--- src/rtl/line_window_fetcher.sv ---
// line_window_fetcher: fetches four 9-cell line windows around a move from board memory
// Ports:
//   clk, rst_n                 clock, async active-low reset
//   start, x, y, player        request pulse with move coordinate and side to evaluate
//   rd_en, rd_addr, rd_data    board read port, data one cycle after rd_en
//   win_valid, win_ready       window handshake
//   win_dir, win_my, win_opp   window direction and my/opponent bitmaps
//   busy, done                 activity flag and completion pulse
module line_window_fetcher #(
  parameter int BOARD_SIZE = 15,
  parameter int ADDR_W = 8
) (
  input  logic              clk,
  input  logic              rst_n,
  input  logic              start,
  input  logic [3:0]        x,
  input  logic [3:0]        y,
  input  logic              player,
  output logic              rd_en,
  output logic [ADDR_W-1:0] rd_addr,
  input  logic [1:0]        rd_data,
  output logic              win_valid,
  input  logic              win_ready,
  output logic [1:0]        win_dir,
  output logic [8:0]        win_my,
  output logic [8:0]        win_opp,
  output logic              busy,
  output logic              done
);
  typedef enum logic [2:0] {IDLE, FETCH, TAIL, EMIT, DONE} state_t;
  localparam logic signed [5:0] BS = 6'(BOARD_SIZE);
  state_t state_q, state_d;
  logic [3:0] k_q, k_d, x_q, x_d, y_q, y_d, idx;
  logic [1:0] dir_q, dir_d, my_code, opp_code;
  logic player_q, player_d, pend_q, pend_d, on_board;
  logic [8:0] my_q, my_d, opp_q, opp_d;
  logic [ADDR_W-1:0] addr_q, addr_now;
  logic signed [5:0] xs, ys, off, cx, cy;
  assign xs = $signed({2'b00, x_q});
  assign ys = $signed({2'b00, y_q});
  assign off = $signed({2'b00, k_q}) - 6'sd4;
  assign cx = xs + ((dir_q != 2'd1) ? off : 6'sd0);
  assign cy = ys + ((dir_q == 2'd0) ? 6'sd0 : (dir_q == 2'd3) ? -off : off);
  // An out-of-range move makes the whole window off-board, not just the cells that overflow
  assign on_board = xs < BS && ys < BS && cx >= 6'sd0 && cx < BS && cy >= 6'sd0 && cy < BS;
  assign addr_now = ADDR_W'(cy[3:0]) * ADDR_W'(BOARD_SIZE) + ADDR_W'(cx[3:0]);
  assign my_code = player_q ? 2'b10 : 2'b01;
  assign opp_code = player_q ? 2'b01 : 2'b10;
  // k runs to 9 in TAIL so the returning cell is always k-1
  assign idx = k_q - 4'd1;
  always_ff @(posedge clk or negedge rst_n) begin
    if (!rst_n) begin
      state_q <= IDLE;
      k_q <= '0;
      dir_q <= '0;
      x_q <= '0;
      y_q <= '0;
      player_q <= 1'b0;
      pend_q <= 1'b0;
      my_q <= '0;
      opp_q <= '0;
      addr_q <= '0;
    end else begin
      state_q <= state_d;
      k_q <= k_d;
      dir_q <= dir_d;
      x_q <= x_d;
      y_q <= y_d;
      player_q <= player_d;
      pend_q <= pend_d;
      my_q <= my_d;
      opp_q <= opp_d;
      addr_q <= rd_addr;
    end
  end
  always_comb begin
    state_d = state_q;
    k_d = k_q;
    dir_d = dir_q;
    x_d = x_q;
    y_d = y_q;
    player_d = player_q;
    my_d = my_q;
    opp_d = opp_q;
    pend_d = rd_en;
    // pend_q marks that the previous cell was really read, so skipped cells load 0
    if ((state_q == FETCH && k_q != 4'd0) || state_q == TAIL) begin
      my_d[idx] = pend_q && rd_data == my_code;
      opp_d[idx] = pend_q && rd_data == opp_code;
    end
    case (state_q)
      IDLE: if (start) begin
        state_d = FETCH;
        k_d = '0;
        dir_d = '0;
        x_d = x;
        y_d = y;
        player_d = player;
      end
      FETCH: begin
        k_d = k_q + 4'd1;
        state_d = (k_q == 4'd8) ? TAIL : FETCH;
      end
      TAIL: state_d = EMIT;
      EMIT: if (win_ready) begin
        state_d = (dir_q == 2'd3) ? DONE : FETCH;
        dir_d = dir_q + 2'd1;
        k_d = '0;
      end
      DONE: state_d = IDLE;
      default: state_d = IDLE;
    endcase
  end
  always_comb begin
    rd_en = state_q == FETCH && on_board;
    rd_addr = rd_en ? addr_now : addr_q;
    win_valid = state_q == EMIT;
    busy = state_q == FETCH || state_q == TAIL || state_q == EMIT;
    done = state_q == DONE;
    win_dir = dir_q;
    win_my = my_q;
    win_opp = opp_q;
  end
endmodule
--- config.mk ---
export PLATFORM = sky130hd
export DESIGN_NAME = line_window_fetcher
export DESIGN_NICKNAME = d
export VERILOG_FILES = /design/src/rtl/line_window_fetcher.sv
export SDC_FILE = /design/constraint.sdc
export NUM_CORES = 1
export LEC_CHECK = 0
export BUFFER_PORTS_ARGS = -buffer_cell sky130_fd_sc_hd__clkbuf_2
export CAP_MARGIN = 20
export CORE_MARGIN = 5
export CORE_UTILIZATION = 25
export DETAILED_ROUTE_END_ITERATION = 16
export RECOVER_POWER = 25
export SLEW_MARGIN = 15
export SYNTH_ARGS = -nofsm -noshare
export SYNTH_HDL_FRONTEND = slang
export SYNTH_SLANG_ARGS = --single-unit
--- constraint.sdc ---
create_clock -name clk -period 5.3 [get_ports clk]
set_input_delay 0.265 -clock clk [delete_from_list [all_inputs] [get_ports clk]]
set_output_delay 0.265 -clock clk [all_outputs]
set_load 0.01 [all_outputs]
## After elaboration in Yosys (flattened, before gate mapping)

Index checks and enable logic that the tools add are counted.

| operators by class | value |
|---|---|
| add/sub/neg operators | 8 |
| multiply operators | 1 |
| $lt $le $gt $ge | 8 |
| equal/unequal tests | 11 |
| muxes and demuxes | 21 |
| reductions and logical operators | 22 |

Operator list:

| operator | number |
|---|---|
| $bwmux 9 | 2 |
| $mux 6 | 3 |
| $add 5x6->6 | 2 |
| $ge 6x1->1 const B | 2 |
| $lt 6x5->1 const B | 2 |
| $pmux 3 s4 | 1 |
| $pmux 4 s3 | 1 |
| $logic_and 1x1->1 | 10 |
| $mux 2 | 5 |
| $mux 3 | 3 |
| $add 8x4->8 | 1 |
| $lt 4x4->1 const B | 2 |
| $mul 4x4->8 const B | 1 |
| $mux 4 | 2 |
| $mux 8 | 1 |
| $eq 3x2->1 const B | 2 |
| $neg 5->6 | 1 |
| $reduce_and 3->1 | 2 |
| $lt 4x5->1 const B | 1 |
| $sub 4x3->5 const B | 1 |
| $add 4x1->4 const B | 1 |
| $demux 1 s4 | 1 |
| $eq 2x2->1 | 2 |
| $eq 4x4->1 const B | 1 |
| 17 further kinds | 21 |

| word-level totals | value |
|---|---|
| register bits | 45 |
| bits of input ports | 15 |
| output and inout port bits | 32 |
| word-level logic and storage cells | 81 |

## Depth between registers and ports, before layout

| logic depth | value |
|---|---|
| word-level depth | 10 |
| depth in mapped cells | 22 |
| mapped depth without buffers | 21 |

## Worst setup path after synthesis

OpenSTA, ideal clock, no wires.

| timing | value |
|---|---|
| kind | register -> output |
| start point | register k_q[0] |
| end point | output rd_addr[7] |
| arrival time | 4.793 ns |
| data required time | 5.035 ns |
| setup slack | 0.242 ns |
| cell stages (with the launch flop) | 22 |
| buffers on the path | 1 |
| path through | dfrtp_1 inv_1 ha_1 buf_4 nor2_1 xnor2_1 nor2_1 ha_1 xnor2_1 fa_1 inv_1 fa_1 inv_1 fa_1 inv_1 ha_1 nor2b_1 o21ai_0 a21boi_0 o211a_1 a211oi_1 mux2_2 |

| on the way | value |
|---|---|
| cells in the longest elaborated chain, start to end | 10 |
| elaborated cells between the ends (all ways) | 19 |
| those cells by class | add/sub: 5; mul: 1; order compare: 4; mux: 4; reduce/logical: 5 |

RTL lines:

| item | RTL line | source |
|---|---|---|
| start, declared | 33 | `logic [3:0] k_q, k_d, x_q, x_d, y_q, y_d, idx;` |
| start signal, assigned | 65 | `k_q <= k_d;` |
| $sub 4x3->5 (*) | 41 | `assign off = $signed({2'b00, k_q}) - 6'sd4;` |
| branches (longest 8 deep; another with $mul 4x4->8) | n/a |  |
| $mux 8 (*) | 116 | `rd_addr = rd_en ? addr_now : addr_q;` |
| end, declared | 20 | `output logic [ADDR_W-1:0] rd_addr,` |

Mark *: on every way between the ends.

## Worst setup path after layout

| timing | value |
|---|---|
| start point | register dir_q[0], in the netlist win_dir[0] |
| end point | output rd_addr[7] |

| on the way | value |
|---|---|
| cells in the longest elaborated chain, start to end | 10 |
| elaborated cells between the ends (all ways) | 20 |
| those cells by class | add/sub: 3; mul: 1; order compare: 4; eq/ne: 2; mux: 4; reduce/logical: 6 |

RTL lines:

| item | RTL line | source |
|---|---|---|
| start, declared | 34 | `logic [1:0] dir_q, dir_d, my_code, opp_code;` |
| start signal, assigned | 66 | `dir_q <= dir_d;` |
| branches (longest 9 deep; another with $mul 4x4->8) | n/a |  |
| $mux 8 (*) | 116 |  |

Marked as above.

==> results.md <==
- The average wire length per cell after detail routing is 13.1 um.
- The number of library cell types mapped by synthesis is 43.
- Walking the worst path, the cells encountered are inv_2, ha_4, nor2_1, ha_1, fa_1, inv_2, fa_1, inv_1, fa_1, inv_1, fa_1, inv_1, ha_4, nor2b_1, o21ai_1, a21boi_1, o211a_1, a211oi_2, mux2_4, clkbuf_2.
- The mean instance size in the synthesized netlist is 10.6 um^2.
- The number of failing setup endpoints in the final timing report is 0.
- The cell that appears most often on the critical path is sky130_fd_sc_hd__fa_1.
- The global routing stage identified its most utilized layer as met2.
- Entering global routing, the biggest net connects 46 pins.
- At the later pin of the worst-skew pair, clock insertion delay measures slightly below 0.3 ns.
- Port buffering added 46 buffers.
- The CTS tree is yes.
- The run finished, with violations left.
- The max-capacitance violation count is 1.
- For this run, the leading register cell type out of synthesis is sky130_fd_sc_hd__dfrtp_1.
- The level count of the clock H-tree is 2.
- The fraction of registers with async set or reset after synthesis is 1.00.
- Along the worst path, the maximum fanout reaches 7.
- The number of buffers between clock root and the deepest sink is 2.
- The cell at the root of the clock tree is sky130_fd_sc_hd__clkbuf_16.
- At the end of the flow, the number of nets in the layout was about 430.
- The number of register bits inferred by synthesis is 45.
- Clock skew on the completed layout was measured at 0.00825 ns.
- The vias after detailed routing is 2346.
- In the routed design, unresolved DRC markers number 0.
- The total overflow left after global routing is 0.
- Clock-pin slew was measured on the worst setup and hold paths at 0.07 ns.
- The repair_antennas step left the layout with diodes totalling 0.
- The slowest cell on the critical path is sky130_fd_sc_hd__fa_1.
- The share of the cycle needed by the critical path after routing is 0.964.
- The min-delay analysis places its worst path in the category in -> reg.
- The detailed router finished its first iteration with 162 violations.
- In this run the count of I/O pins placed on the die edge is 47.
- The area growth from synthesis to layout is 23.0%.
- The met1 usage is 0.128.
- From bottom edge to top edge, the die measures 123 um.
- The fmax is 0.196 GHz.
- For this run, the register share of the synthesized area comes to 0.353.
- The count of clock tree sinks is 45.
- In the layout the commonest cells are sky130_fd_sc_hd__clkbuf_2, sky130_fd_sc_hd__dfrtp_1, sky130_fd_sc_hd__ha_1, sky130_fd_sc_hd__mux2_2, sky130_fd_sc_hd__inv_1.
- The die footprint is 0.0151 mm^2.
- The top cell family by delay on the critical path is adder cells.
- The post-synthesis net count is 365.
- The effective utilization at floorplan is 0.254.
- The number of antenna violations at the first check in global routing came to 0.
- The first global-routing pass estimated 11600 um of wire.
- The number of nets still failing antenna checks after routing is 0.
- The via count of the first global-routing pass is 2373.
- In the global route stage, met2 resource usage came out at 0.148.
- After detailed routing, the number of vias per cell comes to 4.38.
- The arrival time at the worst endpoint is 4.84 ns.
- The relative slew slack is -0.679.
- Subtracting the final worst setup slack from the clock period gives approximately 5.1 ns.
- The area of the core is ~0.013 mm^2.
- The number of buffers and inverters on the critical path is 6.
- Setup repair after global routing left no endpoint under its margin.
- The total length of routed wires is ~7000 um.
- For this run, the number of Yosys warnings is 0.
- Routability-driven placement finished with a final weighted congestion of 0.835.
- The final hold violation count is 0.
- The total count of max-transition violations in the final report is 46.
- The number of hold buffers added after cts is 0.
- For this run, the total global-route usage over all layers was measured as 0.0955.
- The number of buffers inserted during clock tree synthesis is 5.
- Of the cells placed in the final design, the portion with a size suffix greater than 1 is 0.327.
- The met3 track demand over resource in global routing is 0.0274.
- In this run the core area contains 41 standard-cell rows.
- The area of the mapped netlist is 0.00319 mm^2.
- The die boundary width is approximately 120 um.
- The HPWL after detailed placement is 5450 um.
- The number of iterations in the first detailed-routing pass is 4.
- STA classifies the critical path endpoint as an output port.
- The cell count after synthesis is 301.
- Leaving out fill and tap cells, the most frequent cell in the layout is sky130_fd_sc_hd__clkbuf_2.
- The critical path data required time is 5.04 ns.
- The slew at the pin closest to its max-slew limit is 2.52 ns.
- The synthesized design contains 0 enable-type register cells.
- The critical path is of the reg -> out type.
- The checks that failed: capacitance limit, slew limit.
- The worst setup path is launched from a flop.
- The largest stage delay on the critical path is 0.52 ns.
- The final sum of negative setup slack is 0 ns.
Yosys cell counts, types with 3 or more instances:
cell,instances,share of area
sky130_fd_sc_hd__o21ai_0,14,0.022
sky130_fd_sc_hd__xor2_1,5,0.014
sky130_fd_sc_hd__mux2_2,32,0.11
sky130_fd_sc_hd__dfrtp_1,45,0.35
sky130_fd_sc_hd__a21o_1,5,0.012
sky130_fd_sc_hd__inv_1,31,0.037
sky130_fd_sc_hd__mux2i_1,5,0.016
sky130_fd_sc_hd__nor2_1,23,0.027
sky130_fd_sc_hd__xnor2_1,9,0.025
sky130_fd_sc_hd__nor3_1,4,0.0063
sky130_fd_sc_hd__clkbuf_1,3,0.0035
sky130_fd_sc_hd__a21oi_1,8,0.013
sky130_fd_sc_hd__nand2_1,13,0.015
sky130_fd_sc_hd__fa_1,9,0.057
sky130_fd_sc_hd__nand3_1,6,0.0094
sky130_fd_sc_hd__ha_1,40,0.16
sky130_fd_sc_hd__and3_1,7,0.014
sky130_fd_sc_hd__nor2b_1,9,0.018
worst min-delay path, delay by kind of cell:
kind,cells,cell delay (ns)
AO/OA/AOI/OAI,1,0.06
AND/OR/NAND/NOR,1,0.04
buffers and inverters,1,0.08
path summary, 6_finish.rpt:
check,startpoint,endpoint,slack [ns],cells past startpoint
max,win_dir[0],rd_addr[7],0.19,20
min,x[1],x_q[1],0.18,3
max reg2reg,win_dir[0],addr_q[7],0.78,19
min reg2reg,addr_q[1],addr_q[1],0.50,1
max in group asynchronous,rst_n,win_my[3],3.01,2
min in group asynchronous,rst_n,addr_q[0],0.84,2
what timing repair did:
item,CTS,global route
pin swaps,0,4
setup buffers,3,2
setup endpoints to repair,1,2
resized for setup,7,11
per-layer routing:
layer | wire length [um] | up-vias
met5 | 0 | -
met4 | 127 | 0
met3 | 405 | 8
met2 | 3180 | 39
met1 | 3290 | 1148
li1 | - | 1151
logic make-up (layout without fill, tap and decap cells):
group           after synthesis  after routing  synth area share
fa+ha+maj                    49             49             0.214
mux                          38             38             0.132
simple gates                 78             78             0.135
xor+xnor                     14             14            0.0385
buf+inv                      36             99            0.0448
compound gates               41             41            0.0828
flops                        45             45             0.353
stage by stage:
step                std cells  instance area (um^2)  hold WS (ns)  setup slack (ns)  utilization
floorplan                 301                  3190       -0.0306             0.242            -
global placement          523                  3670         0.389             0.241        0.292
detailed placement        523                  3670         0.402             0.166        0.292
CTS                       534                  3860        0.0883            0.0212        0.308
global route              536                  3920         0.198           0.00272        0.312
finish                    536                  3920         0.183             0.190        0.312
registers in the layout (all words and copies together) (netlist names):
signal and count:
x_q 4, y_q 4, win_opp 9, addr_q 8, pend_q 1, k_q 4, player_q 1, state_q 3
win_my 9, win_dir 2
final cells by class:
| cell class | instances | area, um^2 |
|---|---|---|
| sequential | 45 | 1130 |
| timing repair buffer | 60 | 332 |
| fill | 1299 | 8650 |
| clock buffer | 5 | 125 |
| multi-input combinational | 220 | 1980 |
| tap | 172 | 215 |
| inverter | 31 | 116 |
| clock inverter | 3 | 25.0 |
Power is not shown: default switching activity piles up to over one toggle a cycle in this logic, so the estimate is an artifact.
